===== src/rtl/reset_seq_ctrl.sv =====
// reset_seq_ctrl
//   Reset sequencer for the flop-based datapath banks. All domain resets assert
//   asynchronously with `reset`; release is synchronised and staggered so that
//   domain k+1 never leaves reset before domain k.
//
//   Build option: define RST_SEQ_ACK_EN to replace the fixed GAP_CYCLES spacing
//   with a per-domain acknowledgement (ack_i).
//
// Ports
//   clk        system clock, rising edge
//   reset      asynchronous active-high reset
//   sw_rst_i   software reset request, level-sampled, only honoured in DONE
//   ack_i      (RST_SEQ_ACK_EN only) per-domain "out of reset" acknowledgement
//   rst_o      per-domain active-high reset, bit 0 released first
//   busy_o     high while any rst_o bit is asserted
//   done_o     high once every domain has been released
//   fsm_state  debug view of the sequencer state (SYNC=0 HOLD=1 GAP=2 DONE=3)
//
// Acknowledge handshake (RST_SEQ_ACK_EN): after rst_o[k] falls the sequencer
// samples ack_i[k] on every following edge; the first edge it is seen high
// releases rst_o[k+1] (or raises done_o for the last domain). ack_i bits of
// domains still in reset are never looked at.

module reset_seq_ctrl #(
    parameter int NUM_OUT     = 4,
    parameter int SYNC_STAGES = 2,
    parameter int HOLD_CYCLES = 8,
    parameter int GAP_CYCLES  = 4
) (
    input  logic               clk,
    input  logic               reset,
    input  logic               sw_rst_i,
`ifdef RST_SEQ_ACK_EN
    input  logic [NUM_OUT-1:0] ack_i,
`endif
    output logic [NUM_OUT-1:0] rst_o,
    output logic               busy_o,
    output logic               done_o,
    output logic [1:0]         fsm_state
);

    localparam logic [1:0] S_SYNC = 2'd0;
    localparam logic [1:0] S_HOLD = 2'd1;
    localparam logic [1:0] S_GAP  = 2'd2;
    localparam logic [1:0] S_DONE = 2'd3;

    localparam int CMAX = (HOLD_CYCLES > GAP_CYCLES) ? HOLD_CYCLES : GAP_CYCLES;
    localparam int CW   = $clog2(CMAX + 1);
    localparam int IW   = $clog2(NUM_OUT) + 1;

    localparam logic [CW-1:0]      HOLD_LAST = CW'(HOLD_CYCLES - 1);
    localparam logic [NUM_OUT-1:0] ONE       = NUM_OUT'(1);

`ifdef RST_SEQ_ACK_EN
    localparam bit            ACK_MODE = 1'b1;
    localparam logic [IW-1:0] IDX_END  = IW'(NUM_OUT);
`else
    localparam bit            ACK_MODE = 1'b0;
    localparam logic [CW-1:0] GAP_LAST = CW'(GAP_CYCLES - 1);
    localparam logic [IW-1:0] IDX_LAST = IW'(NUM_OUT - 1);
`endif

    logic [SYNC_STAGES-1:0] sync_q;
    logic [1:0]             state_q;
    logic [CW-1:0]          cnt_q;
    logic [IW-1:0]          idx_q;
    logic [NUM_OUT-1:0]     rst_q;
    logic                   done_q;
    logic                   rdy;
    logic                   hold_end;

    // Release of the reset flops depends only on the synchronised rdy, never on
    // the raw reset input.
    assign rdy = sync_q[SYNC_STAGES-1];

    // The edge on which rdy is first seen already counts as the first hold
    // edge, which is why SYNC hands over to HOLD with cnt = 1 and a one-cycle
    // hold releases domain 0 directly from SYNC.
    assign hold_end = ((state_q == S_SYNC) && rdy && (HOLD_CYCLES == 1)) ||
                      ((state_q == S_HOLD) && (cnt_q == HOLD_LAST));

`ifdef RST_SEQ_ACK_EN
    logic ack_hit;
    // idx_q points at the next domain to release, so the domain whose
    // acknowledgement is awaited is idx_q-1.
    assign ack_hit = |(ack_i & (ONE << (idx_q - IW'(1))));
`endif

    always_ff @(posedge clk or posedge reset) begin
        if (reset) begin
            sync_q  <= '0;
            state_q <= S_SYNC;
            cnt_q   <= '0;
            idx_q   <= '0;
            rst_q   <= '1;
            done_q  <= 1'b0;
        end else begin
            sync_q <= {sync_q[SYNC_STAGES-2:0], 1'b1};

            case (state_q)
                S_SYNC: begin
                    if (rdy) begin
                        state_q <= S_HOLD;
                        cnt_q   <= CW'(1);
                    end
                end

                S_HOLD: begin
                    cnt_q <= cnt_q + CW'(1);
                end

                S_GAP: begin
`ifdef RST_SEQ_ACK_EN
                    if (ack_hit) begin
                        if (idx_q == IDX_END) begin
                            state_q <= S_DONE;
                            done_q  <= 1'b1;
                        end else begin
                            rst_q <= rst_q & ~(ONE << idx_q);
                            idx_q <= idx_q + IW'(1);
                        end
                    end
`else
                    if (cnt_q == GAP_LAST) begin
                        rst_q <= rst_q & ~(ONE << idx_q);
                        cnt_q <= '0;
                        if (idx_q == IDX_LAST) begin
                            state_q <= S_DONE;
                            done_q  <= 1'b1;
                        end else begin
                            idx_q <= idx_q + IW'(1);
                        end
                    end else begin
                        cnt_q <= cnt_q + CW'(1);
                    end
`endif
                end

                S_DONE: begin
                    // Software reset re-runs hold and release but not the
                    // synchroniser, which is already settled.
                    if (sw_rst_i) begin
                        rst_q   <= '1;
                        done_q  <= 1'b0;
                        cnt_q   <= '0;
                        state_q <= S_HOLD;
                    end
                end

                default: begin
                    state_q <= S_SYNC;
                end
            endcase

            // Domain 0 release overrides the SYNC/HOLD bookkeeping above.
            if (hold_end) begin
                rst_q[0] <= 1'b0;
                idx_q    <= IW'(1);
                cnt_q    <= '0;
                if ((NUM_OUT == 1) && !ACK_MODE) begin
                    state_q <= S_DONE;
                    done_q  <= 1'b1;
                end else begin
                    state_q <= S_GAP;
                end
            end
        end
    end

    assign rst_o     = rst_q;
    assign busy_o    = |rst_q;
    assign done_o    = done_q;
    assign fsm_state = state_q;

endmodule


===== config.mk =====
export PLATFORM = sky130hd
export DESIGN_NAME = reset_seq_ctrl
export DESIGN_NICKNAME = d
export VERILOG_FILES = /design/src/rtl/reset_seq_ctrl.sv
export SDC_FILE = /design/constraint.sdc
export NUM_CORES = 1
export LEC_CHECK = 0
export ABC_AREA = 1
export CORE_MARGIN = 4
export CORE_UTILIZATION = 45
export CTS_BUF_LIST = sky130_fd_sc_hd__clkbuf_8
export CTS_CLUSTER_DIAMETER = 150
export DETAILED_ROUTE_END_ITERATION = 10
export GPL_TIMING_DRIVEN = 0
export HOLD_SLACK_MARGIN = 0.08
export PLACE_DENSITY_LB_ADDON = 0.12
export SLEW_MARGIN = 25
export SYNTH_ARGS = -nofsm -noshare
export SYNTH_HDL_FRONTEND = slang
export SYNTH_SLANG_ARGS = --single-unit

===== constraint.sdc =====
create_clock -name clk -period 1.8 [get_ports clk]
set_input_delay 0.18 -clock clk [delete_from_list [all_inputs] [get_ports clk]]
set_output_delay 0.18 -clock clk [all_outputs]
set_load 0.02 [all_outputs]

==> results of run 1 <==
[cells in the mapped netlist]
| master | n | share of area |
|---|---|---|
| a21oi_1 | 4 | 0.021 |
| buf_6 | 1 | 0.012 |
| conb_1 | 1 | 0.0040 |
| dfrtp_1 | 12 | 0.32 |
| dfstp_2 | 4 | 0.11 |
| ha_1 | 6 | 0.081 |
| inv_1 | 11 | 0.044 |
| inv_2 | 2 | 0.0081 |
| inv_4 | 2 | 0.013 |
| nand2_1 | 31 | 0.12 |
| nand2_2 | 3 | 0.020 |
| nand2_4 | 2 | 0.024 |
| nand3_1 | 6 | 0.032 |
| nand3_2 | 2 | 0.021 |
| nand4_1 | 3 | 0.020 |
| nor2_1 | 7 | 0.028 |
| nor2_2 | 3 | 0.020 |
| nor2_4 | 2 | 0.024 |
| nor3_1 | 1 | 0.0054 |
| o21ai_0 | 3 | 0.016 |
| o21ai_1 | 3 | 0.016 |
| o21ai_2 | 1 | 0.0094 |
| xnor2_1 | 1 | 0.0094 |
| xor2_1 | 1 | 0.0094 |
[final timing paths]
check | to | slack [ps] | depth (start not counted)
min | idx_q[0] | 290 | 2
min in group clk | sync_q[1] | 350 | 0
max | busy_o | 130 | 3
max in group asynchronous | done_o | 1120 | 2
max reg2reg | idx_q[0] | 350 | 8
min reg2reg | sync_q[1] | 350 | 0
[stage by stage]
stage,utilization,instance area [um2]
after global placement,0.543,1070
after floorplan,-,932
final,0.571,1120
after CTS,0.571,1120
after detailed placement,0.543,1070
after global routing,0.571,1120
[registers in the layout, indices dropped and copies added (netlist names)]
signal / flops
done_o: 1
cnt_q: 4
fsm_state: 2
idx_q: 3
sync_q: 2
rst_o: 4
[power breakdown]
part,switching (uW),internal [uW],leakage [uW]
clock network,121,194,0.0000288
registers,125,510,0.000187
logic,532,383,0.000318
total,778,1090,0.000534
[kinds of logic (layout without fill, tap and decap cells)]
family,Yosys count,in the layout
AND/OR/NAND/NOR,60,60
flip-flops,16,16
buffers and inverters,16,30
AO/OA/AOI/OAI,11,11
adder cells (fa/ha/maj),6,6
XOR/XNOR,2,2
other,1,1
[metal layers]
| layer | vias up | track usage |
|---|---|---|
| met1 | 331 | 0.172 |
| met4 | 0 | 0.0766 |
| met3 | 5 | 0.0338 |
| met2 | 13 | 0.243 |
| li1 | 377 | - |
| met5 | - | 0 |
[worst max-delay path: stages, from the launching register on]
cell             delay, ps
dfstp_2                550
nor2_1                  50
nand2_1                 50
clkdlybuf4s50_1        590
[final cells by class]
cell class,count,area [um2],share of cell area
Inverter,15,61.3,0.0547
Multi-Input combinational cell,80,454,0.405
Timing Repair Buffer,10,100,0.0893
Sequential cell,16,405,0.362
Clock buffer,4,55.1,0.0491
Tap cell,27,33.8,0.0301
Buffer,1,11.3,0.0100
==> impl_metrics.csv, run 1 <==
group,metric,value,unit
outcome,outcome,"completed",
route,first_pass_iters,4,
clock_tree,cts_buffer_depth,2,
global_route,grt_max_degree,17,
synth,ys_warn_count,0,
route,dr_total_vias,726,
synth,synth_mux_area_frac,0,
route,drc,0,
floorplanning,core_area,1960,um2
place,io_buffers,10,
sta,grt_setup_unrepaired,"no",
route,maxUsedRoutingLayer,"met4",
route,drt_iter0_drc,7,
clock_tree,clock-sinks,16,
setup_path,crit_type,"flip-flop to output pin",
sta,layout_min_cycle_time,1670,ps
clock_tree,cts_buffers,3,
clock_tree,clock_latency,250,ps
place,hpwl,1270,um
synth,synth.distinct_cells,24,
floorplanning,die_area,2860,um2
synth,synth_top_family_by_area,"simple AND/OR/NAND/NOR gates",
hold_path,worstHoldPathType,"input pin to asynchronous set/reset pin",
global_route,grt-ovfl-total,0,
cells_and_area,antenna_cells,0,
cells_and_area,layout_common_cells,"nand2_1, dfrtp_1, inv_1, clkdlybuf4s50_1, nor2_1",
cells_and_area,nNetsFinal,136,
place,place_ws,361,ps
place,dp.cells,149,
cells_and_area,final_cells,153,
sta,finalSetupViolations,0,
setup_path,crit_path_end_kind,"output pin",
global_route,grt_pass1_wl,2970,um
setup_path,critPathMaxFanout,4,
route,wl_met1,742,um
sta,fmax,597,MHz
setup_path,cp-start-kind,"flip-flop",
synth,seq_area_frac_synth,0.435,
route,wl,1640,um
sta,slew_viol_final,0,
route,dr_wl_met2,772,um
global_route,grt_pass1_vias,730,
clock_tree,path_clk_slew,60,ps
pwr,peakVddDrop,0.890,mV
sta,whs,292,ps
floorplanning,initial_utilization,0.475,
sta,tightest_slew,595,ps
synth,synth.net_count,121,
floorplanning,num_rows,16,
clock_tree,tritoncts,"built",
global_route,grt_use_total,0.146,
route,wl_met3,85,um
cells_and_area,layout-drive-gt1-share,0.206,
clock_tree,cts_max_level,1,
sta,period_share,0.930,
sta,final-hold-violation-count,0,
floorplanning,die-height,53.5,um
setup_path,critPathLaunch,"rst_o[1]",
pwr,total_power,1870,uW
synth,synth_cells,112,
sta,tns,0,ps
synth,ys_seq_elements,16,
sta,relSlewSlack,0.603,
setup_path,r2r_start,"idx_q[0]",
floorplanning,die_w,53.5,um
sta,fin_ws,126,ps
synth,synth-compound-area-share,0.0631,
route,viasPerCell,4.75,
cells_and_area,n_fill_cell,189,
clock_tree,postCtsHoldBufs,0,
route,wl_per_cell,10.7,um
clock_tree,cts_setup_buffers,0,
sta,skew,1.27,ps
clock_tree,cts-resized-gates,0,
synth,synth_xor_area_frac,0.0188,
floorplanning,ios,11,
synth,avgSynthCellArea,8.32,um2
cells_and_area,area_growth,20.3,%
place,gp_congestion,0.832,
flow_run,max_cap_violations,0,
cells_and_area,layout_commonest_cell,"nand2_1",
synth,synth_area,932,um2
route,antenna_left,0,
setup_path,cp_data_required_time,1620,ps
pwr,power_density,1660,nW/um2
setup_path,arrival,1490,ps
pwr,leakage,0.000534,uW
synth,synthSimpleGateAreaFrac,0.321,
synth,synthAdderAreaFrac,0.0805,
global_route,antenna_found_initial,0,
clock_tree,root_buffer,"clkbuf_8",
Power figures use the tool's default switching activity.
==> inputs of run 2 (changes only) <==
Settings changed: HOLD_SLACK_MARGIN 0.08 to default.
Clock period 1.8 ns to 1.71 ns, I/O delays scaled along.
==> run 2 against run 1 <==
Die area did not move. Clock power up 5%. Sequential share of layout area shrank 0.080 points. Core utilization up 0.13 points. Cell area grew 0.22%. Combinational power is 4.8% higher. Via count unchanged. Final cell count stayed put. Non-clock buffer count did not move. Largest power group unchanged. Highest routed layer unchanged.
==> impl_metrics.csv, run 2 (synthesis results as in run 1) <==
group,metric,value,unit
outcome,outcome,"completed",
flow_run,max_cap_violations,0,
sta,tightest_slew,595,ps
clock_tree,cts_max_level,1,
setup_path,slowest_stage,"clkdlybuf4s50_1",
pwr,switching_share,0.418,
pwr,p_int,1140,uW
place,place_ws,271,ps
sta,whs,283,ps
pwr,power_density,1740,nW/um2
cells_and_area,area_growth,20.5,%
floorplanning,initial_utilization,0.475,
cells_and_area,multi_input_area,454,um2
route,viasPerCell,4.75,
pwr,power_frac_seq,0.341,
floorplanning,ios,11,
hold_path,worstHoldPathType,"input pin to asynchronous set/reset pin",
route,drt_iter0_drc,7,
sta,fmax,627,MHz
setup_path,worstPathCellList,"clkdlybuf4s50_1",
floorplanning,die_w,53.5,um
sta,slew_viol_final,0,
floorplanning,num_rows,16,
clock_tree,cts_buffers,3,
sta,skew,1.27,ps
place,io_buffers,10,
global_route,grt-ovfl-total,0,
place,dp.cells,149,
global_route,grt-busiest-layer,"met2",
cells_and_area,layout_common_cells,"nand2_1, dfrtp_1, inv_1, clkdlybuf4s50_1, nor2_1",
clock_tree,clock_latency,250,ps
setup_path,critPathMaxFanout,7,
place,hpwl,1270,um
clock_tree,path_clk_slew,60,ps
setup_path,cp-start-kind,"flip-flop",
setup_path,crit_path_end_kind,"output pin",
floorplanning,die_area,2860,um2
pwr,combPwrFrac,0.489,
sta,final-hold-violation-count,0,
clock_tree,tritoncts,"built",
setup_path,critPathTopFamily,"buffers and inverters",
global_route,grt_util_met3,0.0338,
clock_tree,clock-sinks,16,
route,first_pass_iters,4,
pwr,leakage,0.000539,uW
floorplanning,die-height,53.5,um
cells_and_area,nNetsFinal,136,
global_route,grt_max_degree,17,
route,drc,0,
cells_and_area,register_area,405,um2
setup_path,max_stage_delay,660,ps
global_route,met1_usage,0.172,
route,dr_total_vias,726,
global_route,gr-usage-met2,0.243,
sta,finalSetupViolations,0,
setup_path,regToRegSetupSlack,260,ps
sta,grt_setup_unrepaired,"no",
sta,period_share,0.933,
sta,relSlewSlack,0.603,
global_route,grt_pass1_wl,2970,um
pwr,total_power,1960,uW
clock_tree,root_buffer,"clkbuf_8",
route,antenna_left,0,
sta,layout_min_cycle_time,1600,ps
route,wl_per_cell,10.7,um
floorplanning,core_area,1960,um2
pwr,peakVddDrop,0.937,mV
cells_and_area,n_fill_cell,189,
setup_path,arrival,1420,ps
cells_and_area,layout-drive-gt1-share,0.206,
global_route,grt_pass1_vias,730,
clock_tree,cts_buffer_depth,2,
sta,tns,0,ps
pwr,p_switching,819,uW
clock_tree,postCtsHoldBufs,0,
place,gp_congestion,0.832,
sta,fin_ws,114,ps
global_route,grt_use_total,0.146,
route,wl,1640,um
pwr,p_clk_frac,0.169,
cells_and_area,layout_commonest_cell,"nand2_1",
setup_path,cp_data_required_time,1540,ps
setup_path,cp_num_buf_inv,1,
cells_and_area,final_cells,153,
global_route,antenna_found_initial,0,
cells_and_area,antenna_cells,0,
setup_path,crit_type,"flip-flop to output pin",
==> run 2: final cells by class <==
cell class | count | area share
sequential | 16 | 0.361
multi-input combinational | 80 | 0.404
buffer | 1 | 0.0100
tap | 27 | 0.0301
inverter | 15 | 0.0546
timing repair buffer | 10 | 0.0913
clock buffer | 4 | 0.0490
==> run 2: repair_timing <==
action,4_1_cts,5_1_grt
buffers inserted,0,0
setup endpoints to repair,0,1
resized for setup,0,1
endpoints found under the hold margin,0,0
==> run 2: worst paths after layout <==
kind | from | endpoint | cells past startpoint
worst max-delay path | fsm_state[0] | fsm_state[0] | 1
worst min-delay path | reset | idx_q[0] | 2
worst max register to register | idx_q[0] | idx_q[0] | 8
worst min register to register | sync_q[0] | sync_q[1] | 0
max in group asynchronous | reset | done_o | 2
min in group clk | sync_q[0] | sync_q[1] | 0
==> run 2: routing by layer <==
layer,vias up,part of all wire
li1,377,-
met1,331,0.46
met2,13,0.47
met3,5,0.048
met4,0,0.024
met5,-,0
==> run 2: stage by stage <==
step,util,area [um2]
2_1_floorplan,-,932
3_3_place_gp,0.543,1070
3_5_place_dp,0.543,1070
4_1_cts,0.571,1120
5_1_grt,0.573,1120
6_report,0.573,1120
==> run 2: power by group through the flow <==
stage / registers [uW] / clock network [uW] / logic [uW]
floorplan: 736 / 0 / 619
global placement: 668 / 0 / 954
detailed placement: 675 / 0 / 972
CTS: 668 / 344 / 977
global route: 689 / 363 / 1100
finish: 669 / 332 / 959
